==> src/rtl/goomba_contact_ctrl_if.sv <==
// Goomba contact interface: bundles the character/goomba geometry coming in and the
// contact/lives status going out to the renderer and game controller.
//   master : drives char_X/char_Y/char_falling/enemy_x/enemy_y/enemy_en, reads status
//   slave  : the contact controller (reads geometry, drives status)
interface goomba_contact_ctrl_if;
  logic [9:0] char_X;
  logic [9:0] char_Y;
  logic       char_falling;
  logic [9:0] enemy_x;
  logic [9:0] enemy_y;
  logic       enemy_en;
  logic       enemy_vis;
  logic       squish;
  logic       bounce;
  logic       score_inc;
  logic       player_hit;
  logic       invuln;
  logic [1:0] lives;
  logic       game_over;

  modport master (
    output char_X, char_Y, char_falling, enemy_x, enemy_y, enemy_en,
    input  enemy_vis, squish, bounce, score_inc, player_hit, invuln, lives, game_over
  );

  modport slave (
    input  char_X, char_Y, char_falling, enemy_x, enemy_y, enemy_en,
    output enemy_vis, squish, bounce, score_inc, player_hit, invuln, lives, game_over
  );
endinterface

==> src/rtl/goomba_contact_ctrl.sv <==
// Goomba contact controller: resolves goomba-vs-character contact every sys_clk as
// either a stomp (goomba squished, character bounces, score) or a side hit (life lost,
// invulnerability window). Owns the goomba life FSM, the lives counter and game-over.
// Ports:
//   sys_clk  system clock
//   RST_N    asynchronous active-low reset
//   bus      goomba_contact_ctrl_if.slave (geometry in, contact/status out)
// Optional feature: define GOOMBA_RESPAWN_EN to let a GONE goomba respawn after
// RESPAWN_TICKS game ticks (held off while the character overlaps the spawn point).
module goomba_contact_ctrl #(
  parameter int unsigned BOX_W        = 12,
  parameter int unsigned STOMP_MARGIN = 4,
  parameter int unsigned TICK_DIV     = 2_500_000,
  parameter int unsigned SQUISH_TICKS = 8,
  parameter int unsigned INVULN_TICKS = 20,
  parameter int unsigned LIVES_INIT   = 3
`ifdef GOOMBA_RESPAWN_EN
  ,
  parameter int unsigned RESPAWN_TICKS = 50
`endif
) (
  input logic                  sys_clk,
  input logic                  RST_N,
  goomba_contact_ctrl_if.slave bus
);

  localparam int unsigned DivW = (TICK_DIV > 1) ? $clog2(TICK_DIV) : 1;
`ifdef GOOMBA_RESPAWN_EN
  localparam int unsigned TmrMax = (SQUISH_TICKS > RESPAWN_TICKS) ? SQUISH_TICKS : RESPAWN_TICKS;
`else
  localparam int unsigned TmrMax = SQUISH_TICKS;
`endif
  localparam int unsigned TmrW = (TmrMax > 1) ? $clog2(TmrMax) : 1;
  localparam int unsigned InvW = (INVULN_TICKS > 1) ? $clog2(INVULN_TICKS) : 1;

  typedef enum logic [1:0] {StAlive, StSquish, StGone} enemy_st_e;

  enemy_st_e       r_state, w_state_nxt;
  logic [TmrW-1:0] r_etmr, w_etmr_nxt;
  logic [InvW-1:0] r_itmr, w_itmr_nxt;
  logic [DivW-1:0] r_div, w_div_nxt;
  logic            r_invuln, w_invuln_nxt;
  logic [1:0]      r_lives, w_lives_nxt;
  logic            r_game_over, w_game_over_nxt;
  logic            r_bounce, r_hit;

  logic            w_tick;
  logic [10:0]     w_dx_s, w_dy_s, w_dx, w_dy;
  logic            w_geom, w_overlap, w_stomp, w_side;

  assign w_tick    = (r_div == DivW'(TICK_DIV - 1));
  assign w_div_nxt = w_tick ? '0 : r_div + DivW'(1);

  // 11-bit differences so neither axis wraps at the 0/1023 screen edges.
  assign w_dx_s = {1'b0, bus.char_X} - {1'b0, bus.enemy_x};
  assign w_dy_s = {1'b0, bus.char_Y} - {1'b0, bus.enemy_y};
  assign w_dx   = w_dx_s[10] ? (~w_dx_s + 11'd1) : w_dx_s;
  assign w_dy   = w_dy_s[10] ? (~w_dy_s + 11'd1) : w_dy_s;

  assign w_geom    = (w_dx < 11'(BOX_W)) && (w_dy < 11'(BOX_W));
  assign w_overlap = bus.enemy_en && (r_state == StAlive) && w_geom;
  // y grows downward: the character must sit at least STOMP_MARGIN above the goomba.
  assign w_stomp   = w_overlap && bus.char_falling && !r_game_over &&
                     (({1'b0, bus.char_Y} + 11'(STOMP_MARGIN)) <= {1'b0, bus.enemy_y});
  assign w_side    = w_overlap && !w_stomp && !r_invuln && !r_game_over;

  always_comb begin
    w_state_nxt     = r_state;
    w_etmr_nxt      = r_etmr;
    w_itmr_nxt      = r_itmr;
    w_invuln_nxt    = r_invuln;
    w_lives_nxt     = r_lives;
    w_game_over_nxt = r_game_over;

    // Goomba disabled in the level: everything frozen where it is.
    if (bus.enemy_en) begin
      case (r_state)
        StAlive: begin
          if (w_stomp) begin
            w_state_nxt = StSquish;
            w_etmr_nxt  = '0;
          end
        end
        StSquish: begin
          if (w_tick) begin
            if (r_etmr == TmrW'(SQUISH_TICKS - 1)) begin
              w_state_nxt = StGone;
              w_etmr_nxt  = '0;
            end else begin
              w_etmr_nxt = r_etmr + TmrW'(1);
            end
          end
        end
        StGone: begin
`ifdef GOOMBA_RESPAWN_EN
          // Count saturates at the last tick; respawn only once the spawn point is clear.
          if (w_tick) begin
            if (r_etmr != TmrW'(RESPAWN_TICKS - 1)) begin
              w_etmr_nxt = r_etmr + TmrW'(1);
            end else if (!w_geom) begin
              w_state_nxt = StAlive;
              w_etmr_nxt  = '0;
            end
          end
`endif
        end
        default: w_state_nxt = StAlive;
      endcase
    end

    if (w_side) begin
      w_invuln_nxt = 1'b1;
      w_itmr_nxt   = '0;
      if (r_lives != 2'd0) begin
        w_lives_nxt = r_lives - 2'd1;
      end
      if (r_lives == 2'd1) begin
        w_game_over_nxt = 1'b1;
      end
    end else if (r_invuln && w_tick) begin
      if (r_itmr == InvW'(INVULN_TICKS - 1)) begin
        w_invuln_nxt = 1'b0;
      end else begin
        w_itmr_nxt = r_itmr + InvW'(1);
      end
    end
  end

  always_ff @(posedge sys_clk or negedge RST_N) begin
    if (!RST_N) begin
      r_state     <= StAlive;
      r_etmr      <= '0;
      r_itmr      <= '0;
      r_div       <= '0;
      r_invuln    <= 1'b0;
      r_lives     <= 2'(LIVES_INIT);
      r_game_over <= 1'b0;
      r_bounce    <= 1'b0;
      r_hit       <= 1'b0;
    end else begin
      r_state     <= w_state_nxt;
      r_etmr      <= w_etmr_nxt;
      r_itmr      <= w_itmr_nxt;
      r_div       <= w_div_nxt;
      r_invuln    <= w_invuln_nxt;
      r_lives     <= w_lives_nxt;
      r_game_over <= w_game_over_nxt;
      r_bounce    <= w_stomp;
      r_hit       <= w_side;
    end
  end

  assign bus.enemy_vis  = bus.enemy_en && (r_state != StGone);
  assign bus.squish     = (r_state == StSquish);
  assign bus.bounce     = r_bounce;
  assign bus.score_inc  = r_bounce;
  assign bus.player_hit = r_hit;
  assign bus.invuln     = r_invuln;
  assign bus.lives      = r_lives;
  assign bus.game_over  = r_game_over;

endmodule

==> src/flat_wrapper.sv <==
// flat-port wrapper written by rule: the top's interface ports become plain ports
module goomba_contact_ctrl_flat 
#(
  parameter int unsigned BOX_W        = 12,
  parameter int unsigned STOMP_MARGIN = 4,
  parameter int unsigned TICK_DIV     = 2_500_000,
  parameter int unsigned SQUISH_TICKS = 8,
  parameter int unsigned INVULN_TICKS = 20,
  parameter int unsigned LIVES_INIT   = 3

)
  (sys_clk, RST_N, bus_char_X, bus_char_Y, bus_char_falling, bus_enemy_x, bus_enemy_y, bus_enemy_en, bus_enemy_vis, bus_squish, bus_bounce, bus_score_inc, bus_player_hit, bus_invuln, bus_lives, bus_game_over);
  goomba_contact_ctrl_if bus_i ();
  input logic sys_clk;
  input logic RST_N;
  input wire logic [$bits(bus_i.char_X)-1:0] bus_char_X;
  input wire logic [$bits(bus_i.char_Y)-1:0] bus_char_Y;
  input wire logic [$bits(bus_i.char_falling)-1:0] bus_char_falling;
  input wire logic [$bits(bus_i.enemy_x)-1:0] bus_enemy_x;
  input wire logic [$bits(bus_i.enemy_y)-1:0] bus_enemy_y;
  input wire logic [$bits(bus_i.enemy_en)-1:0] bus_enemy_en;
  output wire logic [$bits(bus_i.enemy_vis)-1:0] bus_enemy_vis;
  output wire logic [$bits(bus_i.squish)-1:0] bus_squish;
  output wire logic [$bits(bus_i.bounce)-1:0] bus_bounce;
  output wire logic [$bits(bus_i.score_inc)-1:0] bus_score_inc;
  output wire logic [$bits(bus_i.player_hit)-1:0] bus_player_hit;
  output wire logic [$bits(bus_i.invuln)-1:0] bus_invuln;
  output wire logic [$bits(bus_i.lives)-1:0] bus_lives;
  output wire logic [$bits(bus_i.game_over)-1:0] bus_game_over;
  assign bus_i.char_X = bus_char_X;
  assign bus_i.char_Y = bus_char_Y;
  assign bus_i.char_falling = bus_char_falling;
  assign bus_i.enemy_x = bus_enemy_x;
  assign bus_i.enemy_y = bus_enemy_y;
  assign bus_i.enemy_en = bus_enemy_en;
  assign bus_enemy_vis = bus_i.enemy_vis;
  assign bus_squish = bus_i.squish;
  assign bus_bounce = bus_i.bounce;
  assign bus_score_inc = bus_i.score_inc;
  assign bus_player_hit = bus_i.player_hit;
  assign bus_invuln = bus_i.invuln;
  assign bus_lives = bus_i.lives;
  assign bus_game_over = bus_i.game_over;
  goomba_contact_ctrl #(.BOX_W(BOX_W), .STOMP_MARGIN(STOMP_MARGIN), .TICK_DIV(TICK_DIV), .SQUISH_TICKS(SQUISH_TICKS), .INVULN_TICKS(INVULN_TICKS), .LIVES_INIT(LIVES_INIT)) u_core (.sys_clk(sys_clk), .RST_N(RST_N), .bus(bus_i));
endmodule
==> config.mk <==
export PLATFORM = sky130hd
export DESIGN_NAME = goomba_contact_ctrl_flat
export DESIGN_NICKNAME = d
export VERILOG_FILES = /design/src/rtl/goomba_contact_ctrl_if.sv /design/src/rtl/goomba_contact_ctrl.sv /design/src/flat_wrapper.sv
export SDC_FILE = /design/constraint.sdc
export NUM_CORES = 1
export LEC_CHECK = 0
export ABC_AREA = 0
export CORE_MARGIN = 2
export CORE_UTILIZATION = 40
export CTS_CLUSTER_SIZE = 16
export DETAILED_ROUTE_END_ITERATION = 12
export GPL_TIMING_DRIVEN = 0
export PLACE_DENSITY = 0.72
export SLEW_MARGIN = 0
export SYNTH_ARGS = -nofsm -noshare
export SYNTH_HDL_FRONTEND = slang
export SYNTH_SLANG_ARGS = --single-unit
==> constraint.sdc <==
create_clock -name sys_clk -period 3 [get_ports sys_clk]
set_input_delay 0.45 -clock sys_clk [delete_from_list [all_inputs] [get_ports sys_clk]]
set_output_delay 0.45 -clock sys_clk [all_outputs]
set_load 0.03 [all_outputs]
-- Yosys cells after proc, flatten, opt, wreduce, memory -nomap -nowiden
Index checks and enable logic that the tools add are counted.
- bits of input ports: 44
- register bits: 38
- word-level logic and storage cells: 77
- bitwise gates (word level): 3
- $lt $le $gt $ge: 3
- $add $sub $neg: 9
- mux-type cells: 17
- equal/unequal tests: 11
- reductions and logical operators: 25
- operators by type and width (operator ; number):
    $add A11 B1 Y11 const B ; 2
    $add A22 B1 Y22 const B ; 1
    $eq A22 B22 Y1 const B ; 1
    $lt A11 B4 Y1 const B ; 2
    $mux W11 ; 2
    $mux W22 ; 1
    $not A11 Y11 ; 2
    $sub A10 B10 Y11 ; 2
    $mux W5 ; 3
    $add A10 B3 Y11 const B ; 1
    $le A11 B10 Y1 ; 1
    $logic_and A1 B1 Y1 ; 11
    $mux W3 ; 3
    $ne A2 B1 Y1 const B ; 4
    $reduce_and A2 Y1 ; 4
    $reduce_bool A2 Y1 ; 4
    $mux W2 ; 3
    $pmux W2 S3 ; 1
    $pmux W3 S2 ; 1
    $add A5 B1 Y5 const B ; 1
    $eq A5 B5 Y1 const B ; 1
    $reduce_and A5 Y1 ; 1
    $eq A2 B1 Y1 const B ; 2
    $reduce_and A4 Y1 ; 1
    9 further kinds ; 13

-- Depth between registers and ports, before layout
- word-level depth: 16
- mapped depth: 15
- mapped depth without buffers: 13

-- Worst setup path before layout
OpenSTA, ideal clock, no wires.
- path kind: input to register
- start: input bus_enemy_x[2]
- end: register u_core.r_etmr[1]
- cell stages on the path: 11
- setup slack: -0.387 ns
- data arrival time: 3.265 ns
- buffers on the path: 0
- data required time: 2.878 ns
- cells stage by stage: inv_1 > ha_1 > o211a_1 > a21boi_1 > or3_4 > a2111oi_4 > or3b_4 > a32o_1 > nor4_2 > nand4b_1 > a32o_1
- cells in the longest elaborated chain, start to end: 12
- ends and longest elaborated chain (what ; line ; text):
    start: declaration ; flat_wrapper.sv:19 ; input wire logic [$bits(bus_i.enemy_x)-1:0] bus_enemy_x;
    $sub A10 B10 Y11 * ; goomba_contact_ctrl.sv:55 ; assign w_dx_s = {1'b0, bus.char_X} - {1'b0, bus.enemy_x};
    $not A11 Y11 ; goomba_contact_ctrl.sv:57 ; assign w_dx = w_dx_s[10] ? (~w_dx_s + 11'd1) : w_dx_s;
    $add A11 B1 Y11 ; goomba_contact_ctrl.sv:57 ;
    $mux W11 * ; goomba_contact_ctrl.sv:57 ;
    $lt A11 B4 Y1 * ; goomba_contact_ctrl.sv:60 ; assign w_geom = (w_dx < 11'(BOX_W)) && (w_dy < 11'(BOX_W));
    $logic_and A1 B1 Y1 * ; goomba_contact_ctrl.sv:60 ;
    $logic_and A1 B1 Y1 * ; goomba_contact_ctrl.sv:61 ; assign w_overlap = bus.enemy_en && (r_state == StAlive) && w_geom;
    $logic_and A1 B1 Y1 * (3 in a row) ; goomba_contact_ctrl.sv:63 ; assign w_stomp = w_overlap && bus.char_falling && !r_game_over &&
    $ne A2 B1 Y1 (no source line) * ; - ;
    $reduce_and A4 Y1 (no source line) * ; - ;
    end signal: assignment ; goomba_contact_ctrl.sv:142 ; r_etmr <= w_etmr_nxt;
    end: declaration ; goomba_contact_ctrl.sv:39 ; logic [TmrW-1:0] r_etmr, w_etmr_nxt;
Mark *: on every way between the ends. The rest lies on a longest branch, timed or not.
A chain may end at the register's enable or synchronous reset.

-- Worst setup path in the final report
- start: input bus_char_X[0]
- end: register u_core.r_invuln (netlist: u_core.bus.invuln)
- RTL lines (what ; line ; text):
    start: declaration ; flat_wrapper.sv:16 ; input wire logic [$bits(bus_i.char_X)-1:0] bus_char_X;
    $sub A10 B10 Y11 * ; goomba_contact_ctrl.sv:55 ;
    $not A11 Y11 ; goomba_contact_ctrl.sv:57 ;
    $add A11 B1 Y11 ; goomba_contact_ctrl.sv:57 ;
    $mux W11 * ; goomba_contact_ctrl.sv:57 ;
    $lt A11 B4 Y1 * ; goomba_contact_ctrl.sv:60 ;
    $logic_and A1 B1 Y1 * ; goomba_contact_ctrl.sv:60 ;
    $logic_and A1 B1 Y1 * ; goomba_contact_ctrl.sv:61 ;
    $logic_and A1 B1 Y1 (3 in a row) ; goomba_contact_ctrl.sv:63 ;
    $logic_not A1 Y1 ; goomba_contact_ctrl.sv:65 ; assign w_side = w_overlap && !w_stomp && !r_invuln && !r_game_over;
    $logic_and A1 B1 Y1 * (3 in a row) ; goomba_contact_ctrl.sv:65 ;
    $mux W1 * ; goomba_contact_ctrl.sv:111 ; if (w_side) begin
    net u_core.w_invuln_nxt ; goomba_contact_ctrl.sv:42 ; logic r_invuln, w_invuln_nxt;
    end signal: assignment ; goomba_contact_ctrl.sv:145 ; r_invuln <= w_invuln_nxt;
    end: declaration ; goomba_contact_ctrl.sv:42 ;
Mark *: on every way through the listed nets, which the timed path passes. The rest lies on a longest branch.

==> qor.txt <==
Clock Path Buffers: 2
CTS tree: yes
Post-Syn Instances: 426
Hold Crit Class: input port to async pin
fin crit share: 111.5%
Switching Share: 32.44%
DRC violations left: 0
final setup vio count: 15
top cell type's share of synthesized area: 24.95%
die area: 0.009803 mm2
detailed placer's ending HPWL: 6.128 mm
Max Fclk: 299.1 MHz
share of power burned in registers: 30.9%
GR Util All Layers: 17.58%
P_sw: 0.0005377 W
Core Region: 0.008721 mm2
first-pass GRT wire length: 14.72 mm
fraction of registers with async set/reset: 100.0%
critical path, cell by cell: buf_6 -> inv_4 -> ha_4 -> inv_2 -> fa_2 -> a21oi_2 -> buf_4 -> o2bb2ai_4 -> a221o_1 -> nor2_2 -> a311oi_1 -> a2111o_1 -> a2111oi_4 -> and4b_1 -> buf_6 -> nand2b_4
WS Path Type: input port to flip-flop
setup ws final: -343.8 ps
outcome: complete, but fails checks
RSZ-0062 raised after global routing: yes
power share of the clock group: 25.1%
CP most frequent cell: buf_6
synthesized area: 0.003611 mm2
synth cell count leaders: 43 x nor2_1, 36 x dfrtp_1, 35 x ha_1
dpl cells: 586
total grt overflow: 0
Rel. slew slack: 46.41%
Worst EP required: 3220 ps
CP startpoint kind: input port
slowest CP cell: a2111o_1
GPL Wtd Cong: 0.8851
Seq/Total Area, Yosys: 26.40%
nets: 608
I/O pins: 53
P_int: 0.001120 W
Seq cells post-synth: 38
CP Buf/Inv Count: 5
Layout Utilization: 58.28%
Reg2Reg Setup Slack: 470 ps
CP delay by family, top: compound AO/OA/AOI/OAI gates
DP Worst Slack: -971.7 ps
top cells by area, synth: dfrtp_1 25%, ha_1 12%, xor2_1 5.3%
R2R cell count: 7
H-tree Lvls: 2
Post-Layout Cell Count: 636
worst-skew pair later-pin latency: 280 ps
cell taking the most area after synthesis: dfrtp_1
clock skew: 8.991 ps
Static Leak: 2.208 nW
Gate power share: 44.0%
Via density: 5.390
row cnt: 34
Arrival @ worst endpoint: 3560 ps
predominant post-synthesis flop cell: dfrtp_1
top-count cell post-synth: nor2_1
Die Height: 99.01 um
Num CTS Buffers: 5
Min Hold Slack: 248.2 ps
vias in the first global route: 3,320
max cap viols: 0
Root Buffer: clkbuf_8
share of cells above drive strength 1: 28.60%
Reg-to-Reg Start: u_core.r_div[19]
clk slew on worst S/H paths: 70 ps
Die Wd: 99.01 um
Starting DRT DRC Count: 133
failing checks: negative setup slack
Port Buffers: 52
CTS Sinks: 38
Peak supply drop: 318.3 uV
antenna violations before repair: 0
Vias: 3,428
EDFF count, synth: 0
worst reg2reg endpoint: u_core.r_itmr[4]
largest net degree at the start of global routing: 39
Power Density: 326.1 mW/mm2
drt total wl: 8.950 mm
final count of pins violating max slew: 0
clock period minus worst slack: 3344 ps
worst slew pin tran: 803.8 ps
Net Count, Synth: 507
Detail Route Antenna Nets: 0
Hold Fails Final Rpt: 0
drt wl/cell: 14.07 um
Syn Area/Cell: 8.476 um2
starting density of the core: 41.41%
largest fanout on the critical path: 7
worst stage delay on the critical path: 470 ps
router iterations before antenna repair: 5
Synth cell types: 62
Area growth syn-to-layout: 40.75%
Crit. End Element: flip-flop
# diodes: 0
Sum Neg Setup Slack: -3866 ps
yosys warns: 0
==> sequential cells by signal, indices dropped and copies added (netlist names) <==
| name | flops |
|---|---|
| u_core.r_div | 22 |
| u_core.r_itmr | 5 |
| u_core.r_etmr | 3 |
| u_core.bus.lives | 2 |
| u_core.r_state | 2 |
| u_core.bus.bounce | 1 |
| u_core.bus.game_over | 1 |
| u_core.bus.invuln | 1 |
| u_core.bus.player_hit | 1 |
==> how the worst max path moves through the flow <==
stage	slack, ps	end	startpoint	cells after the start
CTS	-330	u_core.bus.invuln	bus_char_X[0]	15
finish	-340	u_core.bus.invuln	bus_char_X[0]	16
detailed placement	-970	u_core.r_itmr[4]	bus_enemy_x[0]	14
floorplan	-200	u_core.r_itmr[0]	bus_enemy_x[2]	12
global route	-460	u_core.bus.invuln	bus_char_X[0]	16
global placement	-940	u_core.r_itmr[0]	bus_enemy_x[0]	14
==> what timing repair did <==
action	4_1_cts	5_1_grt
hold buffers	0	0
endpoints found under the hold margin	0	0
pin swaps	35	28
buffers inserted	32	13
endpoints found under the setup margin	15	15
resized for setup	98	40
==> kinds of logic (layout without fill, tap and decap cells) <==
logic type,Yosys count,count (layout),share of synthesized area [%]
buf+inv,41,143,4.470
compound gates,90,90,19.51
mux,7,7,2.010
fa+ha+maj,37,37,13.24
simple gates,171,171,24.19
flops,38,38,26.40
xor+xnor,42,42,10.19
==> area by class of cell <==
| class | count | area [um2] |
|---|---|---|
| fillers | 757 | 3638 |
| multi-input cells | 347 | 2903 |
| flip-flops and latches | 38 | 953.4 |
| repair buffers | 97 | 818.3 |
| well taps | 108 | 135.1 |
| inverters | 33 | 128.9 |
| clock buffers | 7 | 76.32 |
| plain buffers | 5 | 37.54 |
| clock inverters | 1 | 30.03 |
==> power groups by stage <==
stage	combinational [W]	sequential [W]	clock [W]
after floorplan	0.000392	0.000523	0
after global placement	0.000532	0.000523	0
after detailed placement	0.000540	0.000523	0
after CTS	0.000644	0.000513	0.000428
after global routing	0.000794	0.000513	0.000445
final	0.000729	0.000513	0.000415
==> metal layers <==
layer | vias up | GRT usage [%] | wire length (um)
li1 | 1737 | - | -
met1 | 1625 | 23.62 | 4088
met2 | 60 | 30.67 | 4496
met3 | 6 | 1.844 | 319
met4 | 0 | 3.688 | 45
met5 | - | 0 | 0
==> cells in the final DEF (no fill, tap or decap), drive strengths merged, types with 3 or more instances in the layout <==
cell type	synthesis	layout
a2111oi	5	5
a21o	10	10
a21oi	21	21
a32o	3	3
and2	4	4
and3	5	5
buf	2	55
clkbuf	6	15
clkdlybuf4s15	0	3
clkdlybuf4s50	0	28
dfrtp	36	36
dlygate4sd2	0	6
ha	35	35
inv	33	33
mux2i	5	5
nand2	34	34
nand2b	8	8
nand3	27	27
nand4	6	6
nor2	43	43
nor2b	7	7
nor3	10	10
nor4	5	5
o211ai	3	3
o21ai	15	15
o21bai	4	4
o311a	3	3
o31ai	4	4
or2	3	3
or3	6	6
or4	3	3
xnor2	20	20
xor2	22	22
==> through the flow <==
stage          area [um2]   power, W
3_5_place_dp         4327   0.001062
4_1_cts              4866   0.001586
3_3_place_gp         4332   0.001055
5_1_grt              5082   0.001752
2_1_floorplan        3676  0.0009152
6_report             5082   0.001658
(Power assumes the default switching activity.)
